`src/rtl/alu_pkg.sv`:
```
// Shared definitions for the sequential calculator ALU: opcodes, FSM states,
// iteration-step modes and the iteration counter sizing helper.
package alu_pkg;

  localparam logic [3:0] OP_ADD = 4'b1000;
  localparam logic [3:0] OP_SUB = 4'b0100;
  localparam logic [3:0] OP_MUL = 4'b0010;
  localparam logic [3:0] OP_DIV = 4'b0001;

  typedef enum logic [1:0] {
    ST_IDLE = 2'd0,
    ST_LOAD = 2'd1,
    ST_ITER = 2'd2,
    ST_FIN  = 2'd3
  } state_e;

  typedef enum logic {
    MODE_BOOTH = 1'b0,
    MODE_DIV   = 1'b1
  } iter_mode_e;

  function automatic int clog2(input int value);
    int r;
    r = 0;
    for (int i = 0; i < 31; i++) begin
      if ((1 << i) < value) begin
        r = i + 1;
      end
    end
    return r;
  endfunction

  // Counter must be able to hold WIDTH itself.
  function automatic int cnt_width(input int width);
    return clog2(width + 1);
  endfunction

endpackage

```
`src/rtl/alu_seq_if.sv`:
```
// Operation request / result bundle between the operand registers and the ALU.
interface alu_seq_if #(
  parameter int WIDTH = 4
);
  logic                   start;
  logic [3:0]             op;
  logic [WIDTH-1:0]       data1;
  logic [WIDTH-1:0]       data2;
  logic [2*WIDTH-1:0]     result;
  logic                   busy;
  logic                   done;
  logic                   err;

  modport master (output start, op, data1, data2, input result, busy, done, err);
  modport slave  (input start, op, data1, data2, output result, busy, done, err);
endinterface

```
`src/rtl/alu_seq_iter.sv`:
```
// One combinational iteration of either Booth radix-2 multiply (add/sub then
// arithmetic right shift) or restoring divide (shift left, trial subtract).
module alu_seq_iter
  import alu_pkg::*;
#(
  parameter int WIDTH = 4
) (
  input  iter_mode_e       mode,
  input  logic [WIDTH:0]   a,
  input  logic [WIDTH-1:0] q,
  input  logic             qm1,
  input  logic [WIDTH:0]   m,
  output logic [WIDTH:0]   a_next,
  output logic [WIDTH-1:0] q_next,
  output logic             qm1_next
);

  logic [WIDTH:0] sum_s;
  logic [WIDTH:0] r_sh_s;
  logic [WIDTH:0] trial_s;

  // Single step for the selected algorithm.
  always_comb begin
    sum_s    = a;
    r_sh_s   = {a[WIDTH-1:0], q[WIDTH-1]};
    trial_s  = r_sh_s - m;
    a_next   = a;
    q_next   = q;
    qm1_next = qm1;
    case (mode)
      MODE_BOOTH: begin
        case ({q[0], qm1})
          2'b01:   sum_s = a + m;
          2'b10:   sum_s = a - m;
          default: sum_s = a;
        endcase
        {a_next, q_next, qm1_next} = {sum_s[WIDTH], sum_s, q};
      end
      MODE_DIV: begin
        // Sign bit of the trial difference decides keep vs restore.
        if (trial_s[WIDTH] == 1'b0) begin
          a_next = trial_s;
          q_next = {q[WIDTH-2:0], 1'b1};
        end else begin
          a_next = r_sh_s;
          q_next = {q[WIDTH-2:0], 1'b0};
        end
        qm1_next = 1'b0;
      end
      default: begin
        a_next   = a;
        q_next   = q;
        qm1_next = qm1;
      end
    endcase
  end

endmodule

```
`src/rtl/alu_seq.sv`:
```
// Multi-cycle integer ALU: add/sub in one pass, Booth multiply and restoring
// divide iterated WIDTH times through alu_seq_iter; start/busy/done handshake.
module alu_seq
  import alu_pkg::*;
#(
  parameter int WIDTH = 4
) (
  input logic      clk,
  input logic      rst,
  alu_seq_if.slave bus
);

  localparam int             CW       = cnt_width(WIDTH);
  localparam logic [CW-1:0]  CNT_LAST = CW'(WIDTH - 1);
  localparam logic [CW-1:0]  CNT_ONE  = CW'(1);

  state_e               state_r, state_n;
  logic [CW-1:0]        cnt_r;
  logic [3:0]           op_r;
  logic [WIDTH-1:0]     d1_r, d2_r;
  logic [WIDTH:0]       a_r, m_r;
  logic [WIDTH-1:0]     q_r;
  logic                 qm1_r;
  logic [2*WIDTH-1:0]   result_r;
  logic                 busy_r, done_r, err_r;

  iter_mode_e           mode_s;
  logic [WIDTH:0]       a_s;
  logic [WIDTH-1:0]     q_s;
  logic                 qm1_s;
  logic                 long_op_s;
  logic [WIDTH:0]       addsub_s;
  logic [2*WIDTH-1:0]   fin_result_s;
  logic                 fin_err_s;

  assign mode_s    = (op_r == OP_MUL) ? MODE_BOOTH : MODE_DIV;
  assign long_op_s = (bus.op == OP_MUL) ||
                     ((bus.op == OP_DIV) && (bus.data2 != {WIDTH{1'b0}}));

  alu_seq_iter #(.WIDTH(WIDTH)) u_iter (
    .mode     (mode_s),
    .a        (a_r),
    .q        (q_r),
    .qm1      (qm1_r),
    .m        (m_r),
    .a_next   (a_s),
    .q_next   (q_s),
    .qm1_next (qm1_s)
  );

  // Next-state sequencing.
  always_comb begin
    state_n = state_r;
    case (state_r)
      ST_IDLE: begin
        if (bus.start) begin
          state_n = long_op_s ? ST_LOAD : ST_FIN;
        end else begin
          state_n = ST_IDLE;
        end
      end
      ST_LOAD: state_n = ST_ITER;
      ST_ITER: begin
        if (cnt_r == CNT_LAST) begin
          state_n = ST_FIN;
        end else begin
          state_n = ST_ITER;
        end
      end
      ST_FIN:  state_n = ST_IDLE;
      default: state_n = ST_IDLE;
    endcase
  end

  // Final result selection from latched operands or iteration registers.
  always_comb begin
    fin_result_s = {(2*WIDTH){1'b0}};
    fin_err_s    = 1'b0;
    if (op_r == OP_SUB) begin
      addsub_s = {d1_r[WIDTH-1], d1_r} - {d2_r[WIDTH-1], d2_r};
    end else begin
      addsub_s = {d1_r[WIDTH-1], d1_r} + {d2_r[WIDTH-1], d2_r};
    end
    case (op_r)
      OP_ADD, OP_SUB: fin_result_s = {{(WIDTH-1){addsub_s[WIDTH]}}, addsub_s};
      OP_MUL:         fin_result_s = {a_r[WIDTH-1:0], q_r};
      OP_DIV: begin
        if (d2_r == {WIDTH{1'b0}}) begin
          fin_result_s = {d1_r, {WIDTH{1'b1}}};
          fin_err_s    = 1'b1;
        end else begin
          fin_result_s = {a_r[WIDTH-1:0], q_r};
          fin_err_s    = 1'b0;
        end
      end
      default: begin
        fin_result_s = {(2*WIDTH){1'b0}};
        fin_err_s    = 1'b1;
      end
    endcase
  end

  // State, datapath and output registers.
  always_ff @(posedge clk) begin
    if (rst) begin
      state_r  <= ST_IDLE;
      cnt_r    <= {CW{1'b0}};
      op_r     <= 4'b0000;
      d1_r     <= {WIDTH{1'b0}};
      d2_r     <= {WIDTH{1'b0}};
      a_r      <= {(WIDTH+1){1'b0}};
      m_r      <= {(WIDTH+1){1'b0}};
      q_r      <= {WIDTH{1'b0}};
      qm1_r    <= 1'b0;
      result_r <= {(2*WIDTH){1'b0}};
      busy_r   <= 1'b0;
      done_r   <= 1'b0;
      err_r    <= 1'b0;
    end else begin
      state_r <= state_n;
      busy_r  <= (state_n != ST_IDLE);
      done_r  <= (state_r == ST_FIN);
      case (state_r)
        ST_IDLE: begin
          if (bus.start) begin
            op_r  <= bus.op;
            d1_r  <= bus.data1;
            d2_r  <= bus.data2;
            err_r <= 1'b0;
          end
        end
        ST_LOAD: begin
          // Multiplier/dividend go to Q; M is sign- or zero-extended.
          a_r   <= {(WIDTH+1){1'b0}};
          qm1_r <= 1'b0;
          cnt_r <= {CW{1'b0}};
          q_r   <= (op_r == OP_MUL) ? d2_r : d1_r;
          m_r   <= (op_r == OP_MUL) ? {d1_r[WIDTH-1], d1_r} : {1'b0, d2_r};
        end
        ST_ITER: begin
          a_r   <= a_s;
          q_r   <= q_s;
          qm1_r <= qm1_s;
          cnt_r <= cnt_r + CNT_ONE;
        end
        ST_FIN: begin
          result_r <= fin_result_s;
          err_r    <= fin_err_s;
          cnt_r    <= {CW{1'b0}};
        end
        default: begin
          cnt_r <= {CW{1'b0}};
        end
      endcase
    end
  end

  assign bus.result = result_r;
  assign bus.busy   = busy_r;
  assign bus.done   = done_r;
  assign bus.err    = err_r;

endmodule

```
`src/flat_wrapper.sv`:
```
// flat-port wrapper written by rule: the top's interface ports become plain ports
module alu_seq_flat import alu_pkg::*;
#(
  parameter int WIDTH = 4
)
  (clk, rst, bus_start, bus_op, bus_data1, bus_data2, bus_result, bus_busy, bus_done, bus_err);
  alu_seq_if #(.WIDTH(WIDTH)) bus_i ();
  input logic clk;
  input logic rst;
  input wire logic [$bits(bus_i.start)-1:0] bus_start;
  input wire logic [$bits(bus_i.op)-1:0] bus_op;
  input wire logic [$bits(bus_i.data1)-1:0] bus_data1;
  input wire logic [$bits(bus_i.data2)-1:0] bus_data2;
  output wire logic [$bits(bus_i.result)-1:0] bus_result;
  output wire logic [$bits(bus_i.busy)-1:0] bus_busy;
  output wire logic [$bits(bus_i.done)-1:0] bus_done;
  output wire logic [$bits(bus_i.err)-1:0] bus_err;
  assign bus_i.start = bus_start;
  assign bus_i.op = bus_op;
  assign bus_i.data1 = bus_data1;
  assign bus_i.data2 = bus_data2;
  assign bus_result = bus_i.result;
  assign bus_busy = bus_i.busy;
  assign bus_done = bus_i.done;
  assign bus_err = bus_i.err;
  alu_seq #(.WIDTH(WIDTH)) u_core (.clk(clk), .rst(rst), .bus(bus_i));
endmodule
```
`config.mk`:
```
export PLATFORM = sky130hd
export DESIGN_NAME = alu_seq_flat
export DESIGN_NICKNAME = d
export VERILOG_FILES = /design/src/rtl/alu_pkg.sv /design/src/rtl/alu_seq_if.sv /design/src/rtl/alu_seq_iter.sv /design/src/rtl/alu_seq.sv /design/src/flat_wrapper.sv
export SDC_FILE = /design/constraint.sdc
export NUM_CORES = 1
export LEC_CHECK = 0
export ABC_AREA = 1
export CAP_MARGIN = 10
export CORE_MARGIN = 3
export CORE_UTILIZATION = 58
export CTS_BUF_LIST = sky130_fd_sc_hd__clkbuf_16
export DETAILED_ROUTE_END_ITERATION = 7
export PLACE_DENSITY = 0.87
export SETUP_SLACK_MARGIN = 0.05
export SYNTH_ARGS = -nofsm -noshare
export SYNTH_HDL_FRONTEND = slang
export SYNTH_SLANG_ARGS = --single-unit
export TNS_END_PERCENT = 30
```
`constraint.sdc`:
```
create_clock -name clk -period 2.4 [get_ports clk]
set_input_delay 0.6 -clock clk [delete_from_list [all_inputs] [get_ports clk]]
set_output_delay 0.6 -clock clk [all_outputs]
set_load 0.01 [all_outputs]
```
; Word-level counts from Yosys, hierarchy flattened
; Index checks and enable logic that the tools add are counted.
[totals]
register_bits = 43
out_inout_bits = 11
[classes]
add_sub_neg = 6
eq_ne = 13
muxes = 24
n_reduce_logical = 14
[ops]
columns = op, n
row1 = $pmux W5 S2, 3
row2 = $pmux W8 S3, 1
row3 = $pmux W4 S2, 2
row4 = $mux W5, 3
row5 = $sub A5 B5 Y5, 2
row6 = $eq A4 B1 Y1 const B, 2
row7 = $eq A4 B2 Y1 const B, 2
row8 = $mux W8, 1
row9 = $pmux W1 S2, 4
row10 = $pmux W2 S4, 1
row11 = $reduce_bool A2 Y1, 4
row12 = $eq A2 B2 Y1 const B, 3
row13 = $pmux W3 S2, 1
row14 = $add A4 B4 Y5, 1
row15 = $add A5 B5 Y5, 1
row16 = $mux W1, 5
row17 = $sub A4 B4 Y5, 1
row18 = $eq A2 B1 Y1 const B, 2
row19 = $eq A4 B3 Y1 const B, 1
row20 = $eq A4 B4 Y1 const B, 1
row21 = $logic_not A4 Y1, 1
row22 = $mux W2, 2
row23 = $mux W4, 1
row24 = $reduce_and A2 Y1, 2
row25 = 9 further kinds, 10

; Longest topological paths before layout
; Gate-level depths: netlist of the first run.
[logic_depth]
depth_word = 7
mapped_depth = 15
mapped_depth_nobuf = 15

; Modules after synthesis
; Synthesis of the first run repeated with hierarchy kept, for this count alone.
[unflattened]
hier_cells = 412
hier_area_um2 = 2895.3
[by_module_without_submodules]
columns = mod, instances, cells_per_inst, area_each_um2, seq_area_each_um2
row1 = alu_seq, 1, 300, 2253.4, 860.8
row2 = alu_seq_iter, 1, 112, 641.9, 0.0

; Worst setup path after synthesis of the first run
; OpenSTA, ideal clock, no wires.
[synth_path]
path_kind = flip-flop to flip-flop
startpoint = reg u_core.d2_r[0]
endpoint = reg u_core.result_r[4] (netlist: u_core.bus.result[4])
setup_time_ps = 138
arrival_time_ps = 2040
t_required_ps = 2262
setup_slack_ps = 222
path_stages_with_launch = 15
n_path_buf = 0
synth_period_minus_slack_ps = 2178
cell_sequence = dfxtp_1 -> inv_1 -> ha_1 -> nand2_1 -> o21ai_0 -> fa_1 -> inv_1 -> nand3_1 -> nand3_1 -> nand2_1 -> or2_1 -> nand2_1 -> nand2_1 -> nand2_1 -> a21oi_1
[synth_via]
elab_chain_len = 3
elab_cells_between_ends = 6
cone_classes = 2 x add/sub / 3 x mux / 1 x reduce/logical
[synth_rtl]
columns = item, line
row1 = start: declaration, alu_seq.sv:20  ; logic [WIDTH-1:0] d1_r, d2_r;
row2 = start signal: assignment, alu_seq.sv:110  ; d2_r <= {WIDTH{1'b0}};
row3 = start signal: assignment, alu_seq.sv:128  ; d2_r <= bus.data2;
row4 = $add A4 B4 Y5 (tied with other cells), alu_seq.sv:82  ; addsub_s = {d1_r[WIDTH-1], d1_r} + {d2_r[WIDTH-1], d2_r};
row5 = $mux W5 / $mux W8 (equally long branches), "alu_seq.sv:79, alu_seq.sv:88"
row6 = $pmux W8 S3 (*), alu_seq.sv:84  ; case (op_r)
row7 = end signal: assignment, alu_seq.sv:115  ; result_r <= {(2*WIDTH){1'b0}};
row8 = end signal: assignment, alu_seq.sv:147  ; result_r <= fin_result_s;
row9 = end: declaration, alu_seq.sv:24  ; logic [2*WIDTH-1:0] result_r;
; Every way passes the cells marked *; elsewhere a longest branch is shown, timed or not.
; A chain may end at the register's enable or synchronous reset.

; Worst setup path in the final report of the first run
[layout_path]
startpoint = reg u_core.d2_r[0]
endpoint = reg u_core.result_r[3] (netlist: u_core.bus.result[3])
; The elaborated chain is that of the path after synthesis.

==> impl_metrics.env, run 1 <==
export IMPL_outcome="completed"
export IMPL_syn_nets=444
export IMPL_root_buffer="clkbuf_16"
export IMPL_synth_cells=404
export IMPL_start_util=0.626
export IMPL_avgViaCountPerCell=5.62
export IMPL_routabilityCongestion=0.895
export IMPL_cap_violations=0
export IMPL_die_w_um=76.0
export IMPL_io_buffer_count=25
export IMPL_cts_buffers_inserted=5
export IMPL_r2r_cells=12
export IMPL_min_period_ps=2260
export IMPL_rows=24
export IMPL_nets=476
export IMPL_rr_startpoint="u_core.d2_r[0]"
export IMPL_endpoint="u_core.bus.result[3]"
export IMPL_r2r_slack_ps=140
export IMPL_worstPathRequired_ps=2570
export IMPL_stdcell_count=502
export IMPL_grt_max_degree=27
export IMPL_layout_drive_gt1_share=0.142
export IMPL_place_area_um2=3160
export IMPL_syn_to_final_growth_pct=22.1
export IMPL_tritoncts="done"
export IMPL_path_max_fanout=4
export IMPL_powerDensity_nw_per_um2=698
export IMPL_synth_edf_count=0
export IMPL_ir_drop_mv=0.416
export IMPL_p_seq_frac=0.341
export IMPL_r2r_end="u_core.bus.result[3]"
export IMPL_rsz0062_at_grt="true"
export IMPL_path_class="reg2reg"
export IMPL_dp_hpwl_um=5310
export IMPL_fin_worst_skew_ps=4.73
export IMPL_period_share=0.943
export IMPL_net_switching_power_w=0.000830
export IMPL_first_pass_iters=5
export IMPL_die_area_um2=5770
export IMPL_slew_headroom=0.658
export IMPL_diodes=0
export IMPL_core_um2=4530
export IMPL_clk_pin_slew_worst_paths_ps=60
export IMPL_post_route_drc_count=0
export IMPL_syn_cell_area_um2=2840
export IMPL_swShare=0.343
export IMPL_arrival_ps=2430
export IMPL_hold_class="reg2reg"
export IMPL_finalSetupViolCount=0
export IMPL_routed_wl_um=7310
export IMPL_worstSkewPairLatency_ps=280
export IMPL_async_reset_ff_frac=0
export IMPL_dieHeight_um=76.0
export IMPL_ios=26
export IMPL_stdcell_area_um2=3470
export IMPL_worstMarginPinSlew_ps=513
export IMPL_worstSetupEndpointType="flip-flop"
export IMPL_synth_flop_cell="dfxtp_1"
export IMPL_grt_pass1_vias=2638
export IMPL_postSynthAreaPerCell_um2=7.03
export IMPL_grt_pass1_wl_um=12000
export IMPL_drt_iter0_markers=278
export IMPL_power_frac_clock=0.317
export IMPL_p_comb_frac=0.342
export IMPL_crit_start="u_core.d2_r[0]"
export IMPL_min_from="u_core.bus.result[3]"
export IMPL_synth_cell_types=41
export IMPL_wl_per_cell_um=14.6
export IMPL_cts_num_sinks=43
export IMPL_grt_overflow_total=0
export IMPL_final_hold_violation_count=0
export IMPL_ys_seq_area_frac=0.303
export IMPL_start_kind="flip-flop"
export IMPL_num_vias=2819
export IMPL_finalPower_w=0.00242
export IMPL_ys_ff_latch=43
export IMPL_p_int_w=0.00159
export IMPL_grt_use_total=0.250
export IMPL_fmax_mhz=442
export IMPL_postRouteAntennaNets=0
export IMPL_drv_slew=0
export IMPL_place_ws_ps=20.5
export IMPL_place_inst=488
export IMPL_cts_buffer_depth=2
export IMPL_ys_warn_count=0
export IMPL_antenna_found_initial=0
export IMPL_htreeDepth=2
export IMPL_layout_setup_ws_ps=138
export IMPL_p_leak_nw=1.47
critical path, stage by stage (launching register included):
cell and delay (ps):
dfxtp_4 380, inv_2 50, ha_2 190, a31oi_2 160, xor2_1 190, ha_1 300
buf_4 170, a21oi_2 140, o21a_1 170, xor2_1 170, o21ai_1 80, nand2_1 70
a21oi_1 60
area by class of cell:
| cell class | count | area [um^2] |
|---|---|---|
| Inverter | 63 | 236 |
| Clock buffer | 5 | 125 |
| Fill cell | 342 | 1070 |
| Multi-Input combinational cell | 287 | 1780 |
| Sequential cell | 43 | 873 |
| Timing Repair Buffer | 36 | 333 |
| Tap cell | 65 | 81.3 |
| Clock inverter | 3 | 42.5 |
sequential cells by signal, indices dropped and copies added (netlist names):
| signal | cells |
|---|---|
| u_core.bus.result | 8 |
| u_core.a_r | 5 |
| u_core.m_r | 5 |
| u_core.d1_r | 4 |
| u_core.d2_r | 4 |
| u_core.op_r | 4 |
| u_core.q_r | 4 |
| u_core.cnt_r | 3 |
| u_core.state_r | 2 |
| u_core.bus.busy | 1 |
| u_core.bus.done | 1 |
| u_core.bus.err | 1 |
| u_core.qm1_r | 1 |
cell families after synthesis:
| kind of cell | synth area share |
|---|---|
| AND/OR/NAND/NOR | 0.199 |
| AO/OA/AOI/OAI | 0.252 |
| buffers and inverters | 0.100 |
| flip-flops | 0.303 |
| adder cells (fa/ha/maj) | 0.118 |
| XOR/XNOR | 0.0278 |
stage by stage:
stage | setup TNS [ps] | util | hold slack [ps]
5_1_grt | -21.2 | 0.765 | 494
6_report | 0 | 0.765 | 467
4_1_cts | 0 | 0.735 | 468
3_3_place_gp | 0 | 0.697 | 455
3_5_place_dp | 0 | 0.697 | 458
2_1_floorplan | 0 | - | 445
Yosys cell counts (all sizes together), types with 2 or more instances:
master / n / area share
nand2: 74 / 0.11
or2: 2 / 0.0053
o211ai: 3 / 0.0079
ha: 22 / 0.097
a31oi: 2 / 0.0044
o22ai: 2 / 0.0044
a211oi: 3 / 0.0079
xor2: 5 / 0.015
clkbuf: 7 / 0.0093
nand3: 17 / 0.033
nor2: 31 / 0.045
xnor2: 4 / 0.012
fa: 3 / 0.021
inv: 62 / 0.082
o21ai: 57 / 0.11
a21oi: 50 / 0.093
dfxtp: 43 / 0.30
o31ai: 2 / 0.0053
nand3b: 2 / 0.0053
buf: 4 / 0.0075
routing by layer:
| layer | part of all wire | track usage | up-vias |
|---|---|---|---|
| met1 | 0.43 | 0.312 | 1285 |
| met2 | 0.49 | 0.428 | 112 |
| li1 | - | - | 1401 |
| met5 | 0 | 0 | - |
| met3 | 0.059 | 0.0473 | 21 |
| met4 | 0.024 | 0.0960 | 0 |
placed cells by master (no fill, tap or decap), drive strengths merged, types with 3 or more instances in the layout:
cell	count
clkbuf	5
buf	11
inv	63
fa	3
xnor2	4
ha	22
dfxtp	43
o211ai	3
o21ai	57
nand2	74
nor2	31
xor2	5
a21oi	50
nand3	17
clkdlybuf4s50	25
a211oi	3
power groups by stage:
stage                     Clock, W  Combinational (W)  Sequential [W]
after detailed placement         0           0.000734        0.000832
after floorplan                  0           0.000557        0.000820
final                     0.000766           0.000829        0.000826
after global placement           0           0.000706        0.000828
after CTS                 0.000776           0.000748        0.000817
after global routing      0.000805           0.000933        0.000831
what timing repair did:
action | in CTS | in global routing
endpoints found under the setup margin | 4 | 9
gates resized for setup | 2 | 27
setup buffers | 0 | 6
pin swaps | 0 | 11
hold buffers | 0 | 0
worst min-delay path by stage:
stage	endpoint	slack [ps]	cells past startpoint
2_1_floorplan	u_core.qm1_r	450	2
3_3_place_gp	u_core.bus.result[0]	460	2
3_5_place_dp	u_core.bus.result[3]	460	2
4_1_cts	u_core.bus.result[3]	470	2
5_1_grt	u_core.bus.result[7]	490	2
6_report	u_core.bus.result[3]	470	2
(Power assumes the default switching activity.)
==> run 2: changes to the inputs <==
CORE_UTILIZATION = 60   (was 58)
CTS_BUF_LIST = sky130_fd_sc_hd__clkbuf_8   (was sky130_fd_sc_hd__clkbuf_16)
PLACE_DENSITY = 0.9   (was 0.87)
SLEW_MARGIN = 15   (was default)
==> impl_metrics.env, run 2 (same netlist as run 1, synthesis figures left out) <==
export IMPL_place_inst=476
export IMPL_cp_top_family="simple AND/OR/NAND/NOR gates"
export IMPL_swShare=0.360
export IMPL_stdcell_area_um2=3340
export IMPL_start_util=0.635
export IMPL_rows=24
export IMPL_place_area_um2=3150
export IMPL_clk_pin_slew_worst_paths_ps=90
export IMPL_fin_worst_skew_ps=10.6
export IMPL_rsz0062_at_grt="true"
export IMPL_cts_buffers_inserted=5
export IMPL_arrival_ps=2470
export IMPL_wl_per_cell_um=14.4
export IMPL_min_from="u_core.bus.result[0]"
export IMPL_final_hold_violation_count=0
export IMPL_fmax_mhz=435
export IMPL_rr_startpoint="u_core.d2_r[0]"
export IMPL_largest_reg_flops=8
export IMPL_routed_wl_um=7020
export IMPL_core_um2=4470
export IMPL_drt_iter0_markers=253
export IMPL_cp_common_cell="nand2_1"
export IMPL_antenna_found_initial=0
export IMPL_num_fill_cells=354
export IMPL_num_vias=2858
export IMPL_nets=476
export IMPL_grt_overflow_total=0
export IMPL_multi_input_area_um2=1730
export IMPL_use_met2=0.447
export IMPL_powerDensity_nw_per_um2=652
export IMPL_grt_use_total=0.258
export IMPL_diodes=0
export IMPL_p_int_w=0.00139
export IMPL_worstHoldPathCells=2
export IMPL_drv_slew=0
export IMPL_crit_chain="buf_4 > o31ai_1 > xor2_1 > ha_1 > a21oi_2 > nand2_1 > nand2_1 > nand2_1 > or2_1 > nand2_2 > nand2_1 > nand2_1 > a21oi_1"
export IMPL_worstPathRequired_ps=2580
export IMPL_r2r_slack_ps=100
export IMPL_stdcell_count=489
export IMPL_period_share=0.957
export IMPL_grt_pass1_vias=2527
export IMPL_grt_util_met3=0.0414
export IMPL_r2r_end="u_core.bus.result[5]"
export IMPL_worstMarginPinSlew_ps=507
export IMPL_crit_buf_inv=1
export IMPL_finalPower_w=0.00218
export IMPL_slew_headroom=0.662
export IMPL_path_class="reg2reg"
export IMPL_root_buffer="clkbuf_8"
export IMPL_path_max_fanout=4
export IMPL_layout_commonest_cell="nand2_1"
export IMPL_cts_num_sinks=43
export IMPL_final_util=0.746
export IMPL_p_comb_frac=0.363
export IMPL_routabilityCongestion=0.937
export IMPL_worstSetupEndpointType="flip-flop"
export IMPL_hold_end="u_core.bus.result[0]"
export IMPL_tritoncts="done"
export IMPL_grt_max_degree=24
export IMPL_outcome="completed"
export IMPL_start_kind="flip-flop"
export IMPL_die_w_um=74.8
export IMPL_syn_to_final_growth_pct=17.5
export IMPL_worstSkewPairLatency_ps=300
export IMPL_postRouteAntennaNets=0
export IMPL_first_pass_iters=7
export IMPL_max_stage_delay_ps=330
export IMPL_final_cell_mix="nand2_1, inv_1, a21oi_1"
export IMPL_cap_violations=0
export IMPL_grt_pass1_wl_um=11100
export IMPL_p_seq_frac=0.377
export IMPL_min_period_ps=2300
export IMPL_layout_drive_gt1_share=0.119
export IMPL_critPathSlowestCell="dfxtp_2"
export IMPL_seq_area_um2=865
export IMPL_avgViaCountPerCell=5.84
export IMPL_dp_hpwl_um=5290
export IMPL_post_route_drc_count=0
export IMPL_p_leak_nw=1.45
export IMPL_grt_busiest_layer="met2"
export IMPL_r2r_cells=13
export IMPL_hold_class="reg2reg"
export IMPL_power_frac_clock=0.260
export IMPL_io_buffer_count=25
export IMPL_net_switching_power_w=0.000782
export IMPL_dieHeight_um=74.8
export IMPL_ir_drop_mv=0.410
export IMPL_htreeDepth=2
export IMPL_die_area_um2=5600
export IMPL_finalSetupViolCount=0
export IMPL_use_met1=0.329
export IMPL_ios=26
export IMPL_cts_buffer_depth=2
run 2: power groups by stage:
stage / Clock (W) / Combinational (W) / Sequential (W)
after floorplan: 0 / 0.000557 / 0.000820
after global placement: 0 / 0.000705 / 0.000828
after detailed placement: 0 / 0.000730 / 0.000832
after CTS: 0.000563 / 0.000736 / 0.000816
after global routing: 0.000591 / 0.000883 / 0.000826
final: 0.000566 / 0.000790 / 0.000820
run 2: final cells by class:
cell class | instances | area share
inverter | 63 | 0.0708
timing repair buffer | 36 | 0.0997
sequential | 43 | 0.259
multi-input combinational | 287 | 0.517
clock buffer | 5 | 0.0206
clock inverter | 3 | 0.0131
tap | 52 | 0.0195
run 2: per-layer routing:
metal | wire length (um) | part of all wire
met3 | 427 | 0.061
met1 | 3000 | 0.43
met5 | 0 | 0
met2 | 3390 | 0.48
met4 | 202 | 0.029
run 2: what timing repair did:
action	in CTS	in global routing
pin swaps	0	3
hold buffers	0	0
resized for setup	3	10
endpoints found under the setup margin	4	7
setup buffers	0	5
cloned	0	0
run 2: worst min-delay path: cells and delay by family, from the launching register on:
| family | cells | cell delay [ps] |
|---|---|---|
| flip-flops | 1 | 320 |
| AND/OR/NAND/NOR | 1 | 60 |
| AO/OA/AOI/OAI | 1 | 50 |
run 2: worst max-delay path by stage:
stage	start	cells past startpoint	slack (ps)	endpoint
2_1_floorplan	u_core.d2_r[0]	14	220	u_core.bus.result[4]
3_5_place_dp	u_core.d2_r[0]	14	10	u_core.bus.result[5]
3_3_place_gp	u_core.d2_r[0]	14	110	u_core.bus.result[6]
4_1_cts	u_core.d2_r[0]	14	60	u_core.bus.result[5]
6_report	u_core.d2_r[0]	13	100	u_core.bus.result[5]
5_1_grt	u_core.d2_r[1]	14	-40	u_core.bus.result[4]
run 2: stage by stage:
stage / hold WS [ps] / setup TNS (ps) / setup WS [ps]
global placement: 454 / 0 / 113
finish: 471 / 0 / 104
global route: 491 / -89.9 / -41.4
floorplan: 445 / 0 / 222
CTS: 473 / 0 / 59.5
detailed placement: 459 / 0 / 10.3
==> patch: new RTL, flow settings as in run 2 <==
Make the reset (`rst`) asynchronous in one clocked block.
--- a/src/rtl/alu_seq.sv
+++ b/src/rtl/alu_seq.sv
@@ -101,7 +101,7 @@
   end
 
   // State, datapath and output registers.
-  always_ff @(posedge clk) begin
+  always_ff @(posedge clk or posedge rst) begin
     if (rst) begin
       state_r  <= ST_IDLE;
       cnt_r    <= {CW{1'b0}};
Formal check against the unedited RTL: differs if rst is asserted again (counterexample within 4 cycles, from zero or initial values and one cycle with rst high); with rst held inactive, the same outputs for 10 cycles.
==> patch against run 2 <==
Via count fell by 2.4%. Area after synthesis rose by 1.6%. Hold slack improved by 0.017 ns. Maximum frequency fell by 1.3%. Die area rose by 1.5%. Cell area rose by 2.3%. Sequential cell count did not move. Synthesized cell count fell by 5.4%. Wire length rose by 2.3%. First-iteration DRC count rose by 32%. Worst setup slack got worse by 0.031 ns. Critical path type unchanged. Largest cell class unchanged.
Power is not compared: it rests on default switching activity, and its combinational part moved more than twofold at a synthesized area within 25%.
==> patch: results (changes against run 2) <==
- Worst Tran Pin Value: 0.7311 ns (was 0.5069 ns)
- All-Layer GR Usage: 0.2611 (was 0.2579)
- Worst-case reg-to-reg path depth: 14 (was 13)
- # fillers: 329 (was 354)
- Inserted Diodes: 0 (unchanged)
- Dpl ws: 0.04140 ns (was 0.01031 ns)
- Largest net degree at the start of global routing: 30 (was 24)
- Total wire length: 7183 um (was 7019 um)
- Max-cap violation count: 0 (unchanged)
- Worst Setup SP: u_core.op_r[0]$_DFFE_PP0P_ (was u_core.d2_r[0]$_SDFFE_PP0P_)
- Final Non-Filler Cells: 474 (was 489)
- Final GP Congestion: 0.9519 (was 0.9367)
- Hold Startpoint: u_core.bus.err$_DFFE_PP0P_ (was u_core.bus.result[0]$_SDFFE_PP0P_)
- CTS H-tree lvls: 2 (unchanged)
- Crit Path Max Fanout: 4 (unchanged)
- Via count: 2789 (was 2858)
- DR iter-0 viols: 335 (was 253)
- First-pass GRT wire length: 11300 um (was 11140 um)
- Vias in the first global route: 2465 (was 2527)
- First-pass DRT Iterations: 5 (was 7)
- Hold slack: 0.4878 ns (was 0.4706 ns)
- R2r setup slk: 0.07 ns (was 0.10 ns)
- Sequential area share after synthesis: 0.3729 (was 0.3031)
- Synth Area in XOR/XNOR: 0.02428 (was 0.02775)
- Clock Skew: 0.01042 ns (was 0.01056 ns)
- Post-route minimum period: 2.328 ns (was 2.296 ns)
- Hold Path Class: reg2reg (unchanged)
- Worst Hold Depth: 2 (unchanged)
- Adder-cell area share of the yosys netlist: 0.1162 (was 0.1181)
- PortBufs: 25 (unchanged)
- Synth area leaders: dfrtp_1, nand2_1, ha_1, o21ai_0, inv_1 (was dfxtp_1, ha_1, nand2_1, a21oi_1, inv_1)
- Arrival @ worst endpoint: 2.52 ns (was 2.47 ns)
- Mapped Cells: 382 (was 404)
- Worst Hold End: u_core.bus.err$_DFFE_PP0P_ (was u_core.bus.result[0]$_SDFFE_PP0P_)
- Final Net Count: 461 (was 476)
- CTS buffer count: 5 (unchanged)
- Worst reg2reg endpoint: u_core.bus.result[7]$_DFFE_PP0P_ (was u_core.bus.result[5]$_SDFFE_PP0P_)
- Status: finished clean (unchanged)
- Top cells by count, synth: nand2_1, inv_1, dfrtp_1, o21ai_0, nand3_1 (was nand2_1, inv_1, a21oi_1)
- Antenna violations before repair: 0 (unchanged)
- Compound-Gate Fraction of Synth Area: 0.1795 (was 0.2524)
- Syn Nets: 422 (was 444)
- Fraction of registers with async set/reset: 1.000 (was 0)
- Ys Warns: 0 (unchanged)
- Yosys cell types: 35 (was 41)
- Dominant synthesized flop cell: dfrtp_1 (was dfxtp_1)
- Fraction of layout cells with a size suffix above 1: 0.1066 (was 0.1190)
- Skew-Pair Late Insertion Delay: 0.30 ns (about the same)
- DP Wirelength: 5288 um (was 5285 um)
patch: cell count changes in the layout (fill, tap and decap cells not counted), moves of 4 or more:
cell,change
nand3_1,+7
a21oi_1,-24
nand2_1,+22
o211ai_1,+4
a21oi_2,-4
dfxtp_1,-40
buf_4,+4
dfrtp_1,+43
o21ai_2,-6
nor2_1,-13
patch: power breakdown:
| part | switching (mW) | internal [mW] |
|---|---|---|
| clock | 0.255 | 0.232 |
| combinational | 2.23 | 1.48 |
| sequential | 0.309 | 1.04 |
| total | 2.80 | 2.76 |
patch: through the flow:
stage	cell area (um^2)	power, mW
2_1_floorplan	2885	3.744
3_3_place_gp	3198	4.456
3_5_place_dp	3198	4.608
4_1_cts	3308	5.145
5_1_grt	3416	6.057
6_report	3416	5.553
patch: final cells by class:
type                    instances  area (um^2)  share of cell area
clock buffers                   6        82.58             0.02418
clock inverters                 2        12.51            0.003663
inverters                      64        240.2             0.07033
multi-input cells             266         1556              0.4557
flip-flops and latches         43         1076              0.3150
well taps                      52        65.06             0.01905
repair buffers                 41        382.9              0.1121
patch: repair_timing:
item                                    CTS  global route
gates cloned                              0             0
buffers inserted                          2             9
endpoints found under the hold margin     0             0
resized for setup                         0            12
pin swaps                                 2             8
endpoints found under the setup margin    4             9
patch: kinds of logic after synthesis:
| family | count (synthesis) |
|---|---|
| compound gates | 93 |
| buf+inv | 73 |
| simple gates | 140 |
| flops | 43 |
| fa+ha+maj | 25 |
| xor+xnor | 8 |
patch: worst max-delay path by stage:
stage                                  endpoint  cells past startpoint
2_1_floorplan  u_core.bus.result[4]$_DFFE_PP0P_                     14
3_3_place_gp   u_core.bus.result[7]$_DFFE_PP0P_                     14
3_5_place_dp   u_core.bus.result[7]$_DFFE_PP0P_                     14
4_1_cts        u_core.bus.result[7]$_DFFE_PP0P_                     14
5_1_grt        u_core.bus.result[6]$_DFFE_PP0P_                     14
6_report       u_core.bus.result[7]$_DFFE_PP0P_                     14
patch: worst max-delay path: stages, from the launching register on:
cell     delay, ns
dfrtp_1       0.42
nor2_2        0.14
nand3_2       0.15
o31ai_4       0.10
xor2_1        0.22
ha_1          0.31
a21oi_2       0.20
nand2_1       0.08
nand2_1       0.05
nand2_1       0.06
or2_1         0.22
nand2_2       0.09
nand2_1       0.06
nand2_1       0.06
nand2_1       0.05
patch: layer usage:
layer,global-route usage,routed length [um],vias up
li1,-,-,1332
met1,0.3505,3026,1282
met2,0.4267,3370,143
met3,0.04617,545,32
met4,0.09126,241,0
met5,0,0,-
